### config.mk
export PLATFORM = sky130hd
export DESIGN_NAME = seg_msg_scroller_flat
export DESIGN_NICKNAME = d
export VERILOG_FILES = /design/src/rtl/seg_msg_scroller_if.sv /design/src/rtl/seg_msg_scroller.sv /design/src/flat_wrapper.sv
export SDC_FILE = /design/constraint.sdc
export NUM_CORES = 1
export LEC_CHECK = 0
export ABC_AREA = 1
export CORE_MARGIN = 4
export CORE_UTILIZATION = 60
export DETAILED_ROUTE_END_ITERATION = 10
export PLACE_DENSITY_LB_ADDON = 0.1
export SLEW_MARGIN = 0
export SYNTH_ARGS = -nofsm -noshare
export SYNTH_HDL_FRONTEND = slang
export SYNTH_SLANG_ARGS = --single-unit
### constraint.sdc
create_clock -name clk -period 8.11 [get_ports clk]
set_clock_uncertainty 0.2 [all_clocks]
set_input_delay 1.2165 -clock clk [delete_from_list [all_inputs] [get_ports clk]]
set_output_delay 1.2165 -clock clk [all_outputs]
set_load 0.01 [all_outputs]
### src/rtl/seg_msg_scroller_if.sv
// Bus bundle for seg_msg_scroller.
//   en       : run enable
//   mode     : 00 scroll left, 01 scroll right, 10 blink, 11 freeze
//   wr_en    : message write strobe
//   wr_addr  : character index to write
//   wr_data  : active-low segment code, bit order gfedcba
//   seg      : NUM_DIGITS*7 segment lines, digit k on seg[7k+6:7k], k=0 leftmost
//   step     : one-cycle pulse per step
//   wrap     : one-cycle pulse when a scroll step returns the position to 0
// master drives control and writes; slave is the scroller itself.
interface seg_msg_scroller_if #(
   parameter int unsigned NUM_DIGITS = 4,
   parameter int unsigned MSG_LEN    = 24
);
   localparam int unsigned AW = (MSG_LEN > 1) ? $clog2(MSG_LEN) : 1;

   logic                    en;
   logic [1:0]              mode;
   logic                    wr_en;
   logic [AW-1:0]           wr_addr;
   logic [6:0]              wr_data;
   logic [NUM_DIGITS*7-1:0] seg;
   logic                    step;
   logic                    wrap;

   modport master (
      output en, mode, wr_en, wr_addr, wr_data,
      input  seg, step, wrap
   );

   modport slave (
      input  en, mode, wr_en, wr_addr, wr_data,
      output seg, step, wrap
   );
endinterface

### src/rtl/seg_msg_scroller.sv
// Scrolling / blinking message driver for a row of 7-segment digits.
// A MSG_LEN-character buffer is written through the bus at any time; while
// enabled, a window of NUM_DIGITS characters starting at pos is shown and pos
// moves once every TICK_DIV clocks according to mode. After a scroll wraps to
// position 0 the window is held for DWELL_STEPS extra steps.
// Ports:
//   clk : system clock, rising edge
//   rst : asynchronous active-high reset
//   bus : seg_msg_scroller_if slave (en, mode, wr_*, seg, step, wrap)
module seg_msg_scroller #(
   parameter int unsigned NUM_DIGITS  = 4,
   parameter int unsigned MSG_LEN     = 24,
   parameter int unsigned TICK_DIV    = 25_000_000,
   parameter int unsigned DWELL_STEPS = 2
) (
   input logic               clk,
   input logic               rst,
   seg_msg_scroller_if.slave bus
);
   localparam int unsigned AW  = (MSG_LEN > 1) ? $clog2(MSG_LEN) : 1;
   localparam int unsigned AW1 = AW + 1;
   localparam int unsigned CW  = $clog2(TICK_DIV);
   localparam int unsigned DW  = (DWELL_STEPS > 1) ? $clog2(DWELL_STEPS) : 1;

   localparam logic [AW1-1:0] MsgLenW = AW1'(MSG_LEN);
   localparam logic [AW-1:0]  PosLast = AW'(MSG_LEN - 1);
   localparam logic [CW-1:0]  TickMax = CW'(TICK_DIV - 1);
   localparam logic [CW-1:0]  TickPre = CW'(TICK_DIV - 2);
   localparam logic [DW-1:0]  DwLast  = DW'((DWELL_STEPS > 0) ? DWELL_STEPS - 1 : 0);

   typedef enum logic [1:0] {StIdle, StRun, StDwell} state_e;

   state_e                  state_q;
   logic [AW-1:0]           pos_q;
   logic [CW-1:0]           cnt_q;
   logic [DW-1:0]           dwell_q;
   logic                    blank_q;
   logic [NUM_DIGITS*7-1:0] seg_q;
   logic                    step_q;
   logic                    wrap_q;
   logic [6:0]              msg_buf [MSG_LEN];

   logic                    wr_ok;
   logic                    scroll;
   logic [AW-1:0]           pos_scr;
   logic [AW1-1:0]          rd_idx;
   logic [NUM_DIGITS*7-1:0] seg_nxt;

   always_comb begin
      wr_ok   = bus.wr_en && ({1'b0, bus.wr_addr} < MsgLenW);
      scroll  = (bus.mode == 2'b00) || (bus.mode == 2'b01);
      if (bus.mode[0]) begin
         pos_scr = (pos_q == '0) ? PosLast : pos_q - 1'b1;
      end else begin
         pos_scr = (pos_q == PosLast) ? '0 : pos_q + 1'b1;
      end
   end

   // Window index is pos+k with a single conditional wrap; k < NUM_DIGITS <= MSG_LEN
   // guarantees one subtraction is enough.
   always_comb begin
      seg_nxt = '1;
      rd_idx  = '0;
      for (int k = 0; k < int'(NUM_DIGITS); k++) begin
         rd_idx = {1'b0, pos_q} + AW1'(k);
         if (rd_idx >= MsgLenW) rd_idx = rd_idx - MsgLenW;
         if (state_q != StIdle && !blank_q) seg_nxt[7*k +: 7] = msg_buf[rd_idx[AW-1:0]];
      end
   end

   // step_q is high exactly while cnt_q == TickMax, so it doubles as the internal tick.
   always_ff @(posedge clk or posedge rst) begin
      if (rst) begin
         for (int i = 0; i < int'(MSG_LEN); i++) msg_buf[i] <= 7'h7F;
         state_q <= StIdle;
         pos_q   <= '0;
         cnt_q   <= '0;
         dwell_q <= '0;
         blank_q <= 1'b0;
         seg_q   <= '1;
         step_q  <= 1'b0;
         wrap_q  <= 1'b0;
      end else begin
         if (wr_ok) msg_buf[bus.wr_addr] <= bus.wr_data;
         seg_q  <= seg_nxt;
         step_q <= 1'b0;
         wrap_q <= 1'b0;
         if (bus.mode != 2'b10) blank_q <= 1'b0;

         if (state_q == StIdle) begin
            cnt_q <= '0;
            if (bus.en) begin
               state_q <= StRun;
               pos_q   <= '0;
               blank_q <= 1'b0;
               dwell_q <= '0;
            end
         end else if (!bus.en) begin
            // Leaving wins over any step ending in this cycle.
            state_q <= StIdle;
            pos_q   <= '0;
            cnt_q   <= '0;
            dwell_q <= '0;
            blank_q <= 1'b0;
         end else begin
            cnt_q  <= (cnt_q == TickMax) ? '0 : cnt_q + 1'b1;
            step_q <= (cnt_q == TickPre);
            if (step_q) begin
               case (state_q)
                  StRun: begin
                     if (scroll) begin
                        pos_q <= pos_scr;
                        if (pos_scr == '0 && pos_q != '0) begin
                           wrap_q <= 1'b1;
                           if (DWELL_STEPS > 0) begin
                              state_q <= StDwell;
                              dwell_q <= '0;
                           end
                        end
                     end else if (bus.mode == 2'b10) begin
                        blank_q <= ~blank_q;
                     end
                  end
                  StDwell: begin
                     if (dwell_q == DwLast) state_q <= StRun;
                     else dwell_q <= dwell_q + 1'b1;
                  end
                  default: state_q <= StIdle;
               endcase
            end
         end
      end
   end

   assign bus.seg  = seg_q;
   assign bus.step = step_q;
   assign bus.wrap = wrap_q;
endmodule

### src/flat_wrapper.sv
// flat-port wrapper written by rule: the top's interface ports become plain ports
module seg_msg_scroller_flat 
#(
   parameter int unsigned NUM_DIGITS  = 4,
   parameter int unsigned MSG_LEN     = 24,
   parameter int unsigned TICK_DIV    = 25_000_000,
   parameter int unsigned DWELL_STEPS = 2
)
  (clk, rst, bus_en, bus_mode, bus_wr_en, bus_wr_addr, bus_wr_data, bus_seg, bus_step, bus_wrap);
  seg_msg_scroller_if #(.NUM_DIGITS(NUM_DIGITS), .MSG_LEN(MSG_LEN)) bus_i ();
  input logic clk;
  input logic rst;
  input wire logic [$bits(bus_i.en)-1:0] bus_en;
  input wire logic [$bits(bus_i.mode)-1:0] bus_mode;
  input wire logic [$bits(bus_i.wr_en)-1:0] bus_wr_en;
  input wire logic [$bits(bus_i.wr_addr)-1:0] bus_wr_addr;
  input wire logic [$bits(bus_i.wr_data)-1:0] bus_wr_data;
  output wire logic [$bits(bus_i.seg)-1:0] bus_seg;
  output wire logic [$bits(bus_i.step)-1:0] bus_step;
  output wire logic [$bits(bus_i.wrap)-1:0] bus_wrap;
  assign bus_i.en = bus_en;
  assign bus_i.mode = bus_mode;
  assign bus_i.wr_en = bus_wr_en;
  assign bus_i.wr_addr = bus_wr_addr;
  assign bus_i.wr_data = bus_wr_data;
  assign bus_seg = bus_i.seg;
  assign bus_step = bus_i.step;
  assign bus_wrap = bus_i.wrap;
  seg_msg_scroller #(.NUM_DIGITS(NUM_DIGITS), .MSG_LEN(MSG_LEN), .TICK_DIV(TICK_DIV), .DWELL_STEPS(DWELL_STEPS)) u_core (.clk(clk), .rst(rst), .bus(bus_i));
endmodule
### Word-level counts from Yosys, hierarchy flattened

Cells that the tools add are included.

| operators by class | value |
|---|---|
| equality and inequality tests | 16 |
| add/subtract/negate cells | 11 |
| reductions and logical operators | 15 |
| $lt $le $gt $ge | 11 |
| bitwise logic cells | 6 |
| multiplexer cells | 67 |

Operators by type and width:

| cell | number |
|---|---|
| $bwmux 168 | 1 |
| $bmux 7 s5 | 4 |
| $mux 7 | 13 |
| $mux 25 | 3 |
| $mux 5 | 13 |
| $eq 25x25->1 const B | 2 |
| $demux 7 s5 | 1 |
| $ge 6x6->1 const B | 5 |
| $not 5->6 | 5 |
| $add 25x1->25 const B | 1 |
| $mux 1 | 23 |
| $sub 5x5->5 const B | 4 |
| $ge 6x5->1 const B | 3 |
| $mux 2 | 7 |
| $add 5x2->6 const B | 2 |
| $ne 4x2->1 const B | 3 |
| $logic_not 5->1 | 2 |
| $reduce_and 5->1 | 2 |
| $ne 3x1->1 const B | 3 |
| $add 5x1->6 const B | 1 |
| $lt 6x1->1 const B | 1 |
| $add 5x1->5 const B | 1 |
| $eq 5x5->1 const B | 1 |
| $ge 5x5->1 const B | 1 |
| 17 further kinds | 24 |

| word-level totals | value |
|---|---|
| bits in registers | 232 |
| word-level logic and storage cells | 158 |
| input port bits | 18 |
| output and inout port bits | 30 |

### Depth between registers and ports, before layout

Gate-level depths: netlist (run 1).

| depth | value |
|---|---|
| depth in word-level cells | 11 |
| depth in mapped cells | 16 |
| gate-level depth less buffers | 14 |

### Least setup slack after synthesis (run 1)

No wires, ideal clock.

| timing | value |
|---|---|
| path kind | register to register |
| from | reg u_core.pos_q[1] |
| to | reg u_core.seg_q[22], in the netlist u_core.bus.seg[22] |
| cell stages (with the launch flop) | 15 |
| slack | 5,536 ps |
| clock period less this slack | 2,574 ps |
| arrival | 2,309 ps |
| cell sequence | dfrtp_1 > inv_2 > buf_2 > clkbuf_1 > ha_1 > buf_2 > inv_1 > buf_4 > clkbuf_1 > nand2_1 > nand3_1 > nand2_1 > nand3_1 > nand3_1 > nand3_1 |

| on the way | value |
|---|---|
| cells in the longest elaborated chain, start to end | 8 |
| elaborated cells between the ends (all ways) | 9 |
| classes of those cells | add/sub: 2; order compare: 1; mux: 5; bitwise: 1 |

Ends and longest elaborated chain:

| element | line | source |
|---|---|---|
| from (decl) | seg_msg_scroller.sv:34 | `logic [AW-1:0] pos_q;` |
| from (signal assigned) | seg_msg_scroller.sv:112 | `pos_q <= pos_scr;` |
| $add 5x2->6 (*) | seg_msg_scroller.sv:65 | `rd_idx = {1'b0, pos_q} + AW1'(k);` |
| $sub 5x5->5 or $ge 6x5->1 (tied branches) | seg_msg_scroller.sv:66 | `if (rd_idx >= MsgLenW) rd_idx = rd_idx - MsgLenW;` |
| $mux 5 (*) | seg_msg_scroller.sv:66 |  |
| $not 5->6 (not written as such) (*) | seg_msg_scroller.sv:67 | `if (state_q != StIdle && !blank_q) seg_nxt[7*k +: 7] = msg_buf[rd_idx[AW-1:0]];` |
| $bmux 7 s5 (*) | seg_msg_scroller.sv:67 |  |
| $mux 7 (not written as such) (*) (2 in a row) | seg_msg_scroller.sv:67 |  |
| $mux 7 (*) | seg_msg_scroller.sv:67 |  |
| named net u_core.seg_nxt[22] | seg_msg_scroller.sv:47 | `logic [NUM_DIGITS*7-1:0] seg_nxt;` |
| to (signal assigned) | seg_msg_scroller.sv:85 | `seg_q <= seg_nxt;` |
| to (decl) | seg_msg_scroller.sv:38 | `logic [NUM_DIGITS*7-1:0] seg_q;` |

The timed path passes the listed nets; every way through them passes the cells marked *. The select of a mux whose other input is x is not followed.
A chain may end at the register's enable or synchronous reset.

### Final worst setup path (run 1)

| timing | value |
|---|---|
| from | reg u_core.pos_q[0] |
| to | reg u_core.seg_q[22], in the netlist u_core.bus.seg[22] |

The elaborated chain is that of the path after synthesis.

==> flow_summary.toml, run 1 <==
[outcome]
status = "completed"

[placement]
hpwl_um = 35500
io_buffers = 47
pre_cts_ws_ns = 4.27
placed_cells = 2388
gp_congestion = 1.10

[cts]
numCtsBuffers = 26
clockBufferDepth = 3
cts_tree = "built"
clock_latency_ns = 0.56
htree_levels = 1
clkTransAtPathRegs_ns = 0.07
cts.sinks = 232
cts_setup_buffers = 0
ctsHoldBuffers = 0
cts_resized = 0
cts-root-buf = "clkbuf_16"

[floorplanning]
dieHeight_um = 165
core_um2 = 24300
rows = 57
dieArea_um2 = 27300
ios = 48
initial_core_util_pct = 61.1
dieWidth_um = 165

[job]
cap_violations = 0

[synthesis]
synth.top_cell.area_share_pct = 34.7
synth_seq_area_share_pct = 40.7
synth_nets = 2170
yosys.area.top_type = "dfstp_2"
synthCells = 2143
avgSynthCellArea_um2 = 6.93
yosysWarningCount = 0
synth_edf_count = 0
netlist_area_um2 = 14900
synth_flop_cell = "dfstp_2"
yosysUniqueCellTypes = 43
synth_area_leaders = "dfstp_2 35%, nand2_1 19%, o21ai_0 11%"
synth.ff_latch_count = 232
synthArstFlopShare_pct = 100

[finish]
antenna_cells = 0
fin_util_pct = 65.8
mostFrequentLayoutCells = "765 x nand2_1, 312 x o21ai_0, 260 x nand3_1, 196 x dfstp_2, 122 x inv_1"
final_layout_size_suffix_gt1_share_pct = 15.9
final_common_cell = "nand2_1"
stdcell_count = 2436
syn2layout_area_growth_pct = 7.76
layout.nets = 2119

[power_and_ir_drop]
max-vdd-ir-drop_mv = 0.358
p_leak_uw = 0.00674
power_density_nw_per_um2 = 382

[detailed_routing]
post_drt_via_cell_ratio = 6.02
route.met2.wl_um = 21900
num_vias = 14700
drtIter0Drc = 1994
routed-wl-met3_um = 4540
routed_wl_um = 49700
top_layer_used = "met4"
drc = 0
wl_met1_um = 20900
drtAntennaViolNets = 0
first_pass_iters = 6
drt-wirelength-per-cell_um = 20.4

[global_route]
antenna_found_initial = 0
grt_use_total_pct = 36.7
grt-ovfl-total = 0
grt_pass1_vias = 13200
grt_pass1_wl_um = 76900
grt_max_degree = 133

[critical_path]
worstReg2RegStart = "u_core.pos_q[0]"
slowest_delay_ns = 0.82
worstSetupPathType = "reg2reg"
reg2reg_slack_ns = 4.27
cp_max_fo = 70
cp.required_ns = 8.38
cpMaxStageDelayCell = "dfrtp_4"
start_kind = "flop"
path_cells = "inv_2 > ha_2 > inv_1 > nand2_1 > nand2_1 > inv_1 > nand3_1 > nand2_1 > nand3_1 > nand3_1 > nand3_1"
arrival_ns = 4.12
critPathCaptureType = "flop"
critPathLaunch = "u_core.pos_q[0]"
crit_top_cell = "nand3_1"

[timing]
rsz0062_at_grt = "no"
fmax_mhz = 260
slew-limit-headroom_pct = 24.5
setup_viol = 0
post-route-period-util_pct = 47.4
finalHoldViolCount = 0
hold_slack_ns = 0.281
tightestPinTransition_ns = 1.12
final.min_clock_period_ns = 3.84
setup_tns_ns = 0
maxSlewViolCount = 0
setup_ws_ns = 4.27

[hold_path]
hp-start = "u_core.dwell_q"
min_path_type = "reg2reg"
final timing paths:
| check | endpoint | depth (start not counted) |
|---|---|---|
| max | u_core.bus.seg[22] | 11 |
| min | u_core.dwell_q | 2 |
| max reg2reg | u_core.bus.seg[22] | 11 |
| min reg2reg | u_core.dwell_q | 2 |
| max in group asynchronous | u_core.pos_q[1] | 3 |
| min in group asynchronous | u_core.cnt_q[13] | 2 |
final cells by class:
| class | instances | area [µm²] |
|---|---|---|
| fill | 2163 | 8310 |
| multi-input combinational | 1642 | 7590 |
| sequential | 232 | 6060 |
| clock buffer | 31 | 689 |
| timing repair buffer | 57 | 558 |
| inverter | 133 | 507 |
| tap | 324 | 405 |
| clock inverter | 17 | 195 |
sequential cells by signal (all words and copies together) (netlist names):
name and cells:
u_core.msg_buf 168, u_core.bus.seg 28, u_core.cnt_q 25, u_core.pos_q 5
u_core.state_q 2, u_core.blank_q 1, u_core.bus.step 1, u_core.bus.wrap 1
u_core.dwell_q 1
cells by family (layout without fill, tap and decap cells):
| family | count (synthesis) | in the layout | synth area share, % |
|---|---|---|---|
| simple gates | 1225 | 1225 | 35.4 |
| compound gates | 391 | 391 | 13.8 |
| buf+inv | 269 | 238 | 8.16 |
| flops | 232 | 232 | 40.7 |
| fa+ha+maj | 9 | 9 | 0.758 |
| xor+xnor | 9 | 9 | 0.581 |
| mux | 8 | 8 | 0.539 |
routing by layer:
| metal | GRT usage [%] | up-vias |
|---|---|---|
| li1 | - | 6894 |
| met1 | 52.3 | 6943 |
| met2 | 55.7 | 706 |
| met3 | 6.33 | 128 |
| met4 | 14.9 | 0 |
| met5 | 0 | - |
worst max-delay path, delay by kind of cell, from the launching register on:
kind / cells / cell delay, ns
buffers and inverters: 3 / 1.03
adder cells (fa/ha/maj): 1 / 0.30
flip-flops: 1 / 0.82
AND/OR/NAND/NOR: 7 / 1.40
power breakdown:
part	internal, µW	total (µW)	switching (µW)
sequential	1550	1760	205
clock	708	1220	515
combinational	974	3140	2160
total	3230	6120	2880
stage by stage:
step           total power (µW)  instance area, µm²
2_1_floorplan              3890               14900
3_3_place_gp               4780               15100
6_report                   6120               16000
4_1_cts                    6040               16000
5_1_grt                    6530               16000
3_5_place_dp               4820               15100
cell usage after synthesis, types with 9 or more instances:
master	instances
nand4_1	23
or2_2	38
inv_2	9
nand3_1	260
clkbuf_1	55
o21ai_0	312
ha_1	9
nor3_1	20
inv_1	124
a21oi_1	11
o211ai_1	18
buf_2	54
buf_6	15
o21ai_1	34
nand2_1	765
dfstp_2	196
dfrtp_1	36
nor2_1	79
Note: power is estimated with default switching activity, not from simulation.
==> inputs of run 2 (changes only) <==
--- a/config.mk
+++ b/config.mk
@@ -7,7 +7,7 @@
 export LEC_CHECK = 0
 export ABC_AREA = 1
 export CORE_MARGIN = 4
-export CORE_UTILIZATION = 60
+export CORE_UTILIZATION = 57
 export DETAILED_ROUTE_END_ITERATION = 10
 export PLACE_DENSITY_LB_ADDON = 0.1
 export SLEW_MARGIN = 0
==> constraint.sdc (replaced) <==
create_clock -name clk -period 3.3 [get_ports clk]
set_clock_uncertainty 0.2 [all_clocks]
set_input_delay 0.495 -clock clk [delete_from_list [all_inputs] [get_ports clk]]
set_output_delay 0.495 -clock clk [all_outputs]
set_load 0.01 [all_outputs]
==> run 2 against run 1 <==
Effect of this change: non-clock buffer count is 31 higher; combinational power rose to 2.6 times the previous value; register-to-register slack worse by 3.6 ns; global-route usage is 3.9 points lower; sequential share of layout area fell by 0.90 points; hold slack improved by 0.0033 ns; utilization is 1.3 points lower; sequential power is 140% higher.
==> flow_summary.toml, run 2 (synthesis results as in run 1) <==
[timing]
slew-limit-headroom_pct = 39.0
fmax_mhz = 380
hold_slack_ns = 0.284
final.min_clock_period_ns = 2.63
tightestPinTransition_ns = 0.914
finalHoldViolCount = 0
setup_viol = 0
post-route-period-util_pct = 79.7
maxSlewViolCount = 0
rsz0062_at_grt = "no"
setup_tns_ns = 0

[detailed_routing]
post_drt_via_cell_ratio = 5.91
drtIter0Drc = 1929
drt-wirelength-per-cell_um = 19.1
first_pass_iters = 7
drtAntennaViolNets = 0
num_vias = 14600
drc = 0
routed_wl_um = 47400

[critical_path]
worstRegToRegCells = 8
worstSetupPathType = "reg2reg"
cp_max_fo = 14
timing.rr.end = "u_core.bus.seg[3]"
critPathCaptureType = "flop"
reg2reg_slack_ns = 0.67
cp.required_ns = 3.49
start_kind = "flop"
arrival_ns = 2.83
worstReg2RegStart = "u_core.pos_q[3]"

[floorplanning]
ios = 48
core_um2 = 25400
dieArea_um2 = 28700
initial_core_util_pct = 58.5
dieHeight_um = 169
rows = 58
dieWidth_um = 169

[finish]
stdcell_count = 2474
fin_util_pct = 64.5
top_register = "u_core.msg_buf"
final_layout_size_suffix_gt1_share_pct = 17.2
final_common_cell = "nand2_1"
antenna_cells = 0
mostFrequentLayoutCells = "765 x nand2_1, 312 x o21ai_0, 260 x nand3_1, 196 x dfstp_2, 122 x inv_1"
fillCellCount = 2306
largest_register_ffs = 168
syn2layout_area_growth_pct = 10.4
layout.nets = 2151
seq_area_um2 = 6060
multi_input_area_um2 = 7590

[placement]
placed_cells = 2425
io_buffers = 47
hpwl_um = 34000
gp_congestion = 1.02

[global_route]
grt-ovfl-total = 0
antenna_found_initial = 0
grt_pass1_wl_um = 74600
grt_use_total_pct = 32.8
grt_max_degree = 177
grt_pass1_vias = 13000

[power_and_ir_drop]
p_total_uw = 15500
max-vdd-ir-drop_mv = 0.724
p_leak_uw = 0.00696
power_density_nw_per_um2 = 946

[hold_path]
min_path_type = "reg2reg"
hp-start = "u_core.msg_buf[105]"
whs_path_depth = 2
min_to = "u_core.msg_buf[105]"

[cts]
cts_setup_buffers = 0
cts_resized = 0
clkTransAtPathRegs_ns = 0.06
clock_latency_ns = 0.54
cts_tree = "built"
cts.sinks = 232
clockBufferDepth = 3
cts-root-buf = "clkbuf_16"
ctsHoldBuffers = 0
htree_levels = 1
numCtsBuffers = 27

[outcome]
status = "completed"

[job]
cap_violations = 0
run 2: cell count changes in the layout (fill, tap and decap cells not counted), moves of 2 or more:
cell	change
clkinv_4	-2
clkinvlp_4	-2
clkbuf_16	+2
buf_4	+23
clkbuf_8	+6
buf_12	+8
run 2: worst max-delay path, stage by stage, from the launching register on:
cell and delay [ns]:
dfrtp_1 0.69, ha_1 0.31, inv_1 0.08, nor2_1 0.21, nor2_4 0.13, inv_1 0.31, o211ai_1 0.22, nand3_1 0.17
nand3_1 0.14
run 2: worst max-delay path by stage:
stage	startpoint	to	slack, ns	depth (start not counted)
final	u_core.pos_q[3]	u_core.bus.seg[3]	0.67	8
after global routing	u_core.pos_q[3]	u_core.bus.seg[6]	0.50	10
after CTS	u_core.pos_q[0]	u_core.bus.seg[7]	0.70	9
after detailed placement	bus_wr_addr[3]	u_core.msg_buf[130]	0.59	6
after global placement	bus_wr_addr[3]	u_core.msg_buf[131]	0.65	6
after floorplan	rst	u_core.blank_q	-0.27	1
run 2: per-layer routing:
metal | GRT usage [%] | wire, µm | vias to the layer above
li1 | - | - | 6965
met1 | 49.0 | 20400 | 6806
met2 | 49.1 | 20600 | 740
met3 | 4.61 | 4660 | 105
met4 | 11.3 | 1750 | 0
met5 | 0 | 0 | -
run 2: power breakdown:
| part | internal [µW] | switching (µW) | total [µW] |
|---|---|---|---|
| Sequential | 3810 | 406 | 4210 |
| Combinational | 2580 | 5600 | 8190 |
| Clock | 1880 | 1220 | 3100 |
| Total | 8270 | 7230 | 15500 |
run 2: per-stage QoR:
stage               setup slack [ns]  cell area (µm²)
detailed placement             0.586            15500
global placement               0.652            15500
CTS                            0.696            16400
finish                         0.669            16400
floorplan                     -0.271            14900
global route                   0.496            16400
run 2: final cells by class:
| class | count | area share [%] |
|---|---|---|
| Clock buffer | 38 | 4.99 |
| Clock inverter | 11 | 0.717 |
| Inverter | 133 | 3.07 |
| Multi-Input combinational cell | 1642 | 46.3 |
| Sequential cell | 232 | 36.9 |
| Tap cell | 330 | 2.52 |
| Timing Repair Buffer | 88 | 5.43 |
==> inputs of run 3 (changes only) <==
--- a/config.mk
+++ b/config.mk
@@ -7,7 +7,7 @@
 export LEC_CHECK = 0
 export ABC_AREA = 1
 export CORE_MARGIN = 4
-export CORE_UTILIZATION = 57
+export CORE_UTILIZATION = 60
 export DETAILED_ROUTE_END_ITERATION = 10
 export PLACE_DENSITY_LB_ADDON = 0.1
 export SLEW_MARGIN = 0
==> constraint.sdc (replaced) <==
create_clock -name clk -period 2.7 [get_ports clk]
set_clock_uncertainty 0.2 [all_clocks]
set_input_delay 0.405 -clock clk [delete_from_list [all_inputs] [get_ports clk]]
set_output_delay 0.405 -clock clk [all_outputs]
set_load 0.01 [all_outputs]
==> run 3 against run 2 <==
Effect of this change: global-route usage increased by 3.0 points; hold slack got worse by 0.0018 ns; largest power group unchanged; worst setup slack got worse by 0.36 ns; combinational power increased by 21%; critical path type unchanged; critical endpoint is now u_core.bus.seg[9]; utilization increased by 3.9 points; highest routed layer is now met5; register-to-register slack got worse by 0.36 ns; first-iteration DRC count decreased by 10%.
==> flow_summary.toml, run 3 (synthesis results as in run 1) <==
[placement]
place_area_um2 = 15700
hpwl_um = 35000
io_buffers = 47
gp_congestion = 1.03
pre_cts_ws_ns = 0.270

[hold_path]
min_path_type = "reg2reg"

[power_and_ir_drop]
p_leak_uw = 0.00712
power_density_nw_per_um2 = 1130
max-vdd-ir-drop_mv = 0.683
p_total_uw = 18800

[floorplanning]
ios = 48
rows = 57
core_um2 = 24300
dieWidth_um = 165
dieArea_um2 = 27300
initial_core_util_pct = 61.1
dieHeight_um = 165

[timing]
setup_ws_ns = 0.313
final.min_clock_period_ns = 2.39
finalHoldViolCount = 0
post-route-period-util_pct = 88.4
tightestPinTransition_ns = 0.868
slew-limit-headroom_pct = 42.1
rsz0062_at_grt = "no"
setup_viol = 0
fmax_mhz = 419
maxSlewViolCount = 0

[critical_path]
critPathCaptureType = "flop"
path_cells = "buf_12 > o21ai_0 > nand2_1 > nand3_1 > nand2_1 > nand2_1 > nand3_1 > nand3_1"
arrival_ns = 2.66
cp.required_ns = 2.98
worstSetupPathType = "reg2reg"
cpMaxStageDelayCell = "o21ai_0"
cp_max_fo = 93
slowest_delay_ns = 0.67
start_kind = "flop"

[detailed_routing]
drtAntennaViolNets = 0
drtIter0Drc = 1730
drt-wirelength-per-cell_um = 19.4
routed_wl_um = 48600
num_vias = 14700
first_pass_iters = 6
drc = 0
post_drt_via_cell_ratio = 5.89

[global_route]
antenna_found_initial = 1
grt-ovfl-total = 0
grt_use_total_pct = 35.8
grt_max_degree = 94
grt_pass1_vias = 13500
grt_pass1_wl_um = 76000

[finish]
syn2layout_area_growth_pct = 12.0
final_area_um2 = 16600
top_register = "u_core.msg_buf"
largest_register_ffs = 168
fillCellCount = 2098
mostFrequentLayoutCells = "765 x nand2_1, 312 x o21ai_0, 260 x nand3_1, 196 x dfstp_2, 122 x inv_1"
layout.nets = 2186
antenna_cells = 0
final_common_cell = "nand2_1"
final_layout_size_suffix_gt1_share_pct = 18.5

[cts]
cts_setup_buffers = 0
cts_tree = "built"
clockBufferDepth = 3
clock_latency_ns = 0.54
cts_resized = 0
cts-root-buf = "clkbuf_16"
htree_levels = 1
numCtsBuffers = 26
ctsHoldBuffers = 0
clkTransAtPathRegs_ns = 0.06
cts.sinks = 232

[job]
cap_violations = 0

[outcome]
status = "completed"
[run 3: changes by cell type in the layout (fill, tap and decap cells not counted)]
| cell | change |
|---|---|
| inv_6 | -1 |
| buf_4 | +35 |
| buf_12 | +1 |
| clkbuf_8 | -3 |
| clkinvlp_4 | -1 |
| clkinv_4 | +2 |
| clkinv_2 | +2 |
[run 3: through the flow]
stage | hold slack (ns) | TNS, ns | util, % | std cells
after floorplan | 0.244 | -35.46 | - | 2143
after global placement | 0.266 | 0 | 64.7 | 2455
after detailed placement | 0.268 | 0 | 64.7 | 2455
after CTS | 0.281 | 0 | 68.4 | 2503
after global routing | 0.298 | 0 | 68.4 | 2503
final | 0.282 | 0 | 68.4 | 2503
[run 3: layout make-up]
class	instances	area [µm²]	share of cell area, %
Multi-Input combinational cell	1642	7590	45.6
Sequential cell	232	6060	36.4
Timing Repair Buffer	124	1170	7.05
Clock buffer	35	777	4.67
Inverter	133	503	3.02
Tap cell	324	405	2.44
Clock inverter	13	129	0.775
[run 3: final timing paths]
path / startpoint / to / slack, ns / cells past startpoint
min in group asynchronous: rst / u_core.msg_buf[57] / 0.39 / 2
min reg2reg: u_core.msg_buf[49] / u_core.msg_buf[49] / 0.28 / 2
max: u_core.pos_q[0] / u_core.bus.seg[9] / 0.31 / 8
max in group asynchronous: rst / u_core.msg_buf[97] / 1.42 / 3
max reg2reg: u_core.pos_q[0] / u_core.bus.seg[9] / 0.31 / 8
min: u_core.msg_buf[49] / u_core.msg_buf[49] / 0.28 / 2
[run 3: power by group]
| group | leakage (µW) | internal, µW | switching (µW) |
|---|---|---|---|
| registers | 0.00254 | 4660 | 523 |
| logic | 0.00413 | 3260 | 6650 |
| clock network | 0.000451 | 2210 | 1520 |
| total | 0.00712 | 10100 | 8690 |
[run 3: worst max-delay path: cells and delay by family (launching register included)]
family | cells | cell delay (ns)
AOI/OAI and AO/OA | 1 | 0.67
buffers and inverters | 1 | 0.20
DFF | 1 | 0.55
and+or+nand+nor | 6 | 0.63
[run 3: per-layer routing]
| layer | GRT usage (%) | share of wire (%) | vias to the layer above |
|---|---|---|---|
| li1 | - | - | 7036 |
| met4 | 14.9 | 4.5 | 2 |
| met5 | 0 | 0.027 | - |
| met2 | 53.6 | 44 | 677 |
| met3 | 7.05 | 8.7 | 148 |
| met1 | 51.1 | 43 | 6871 |
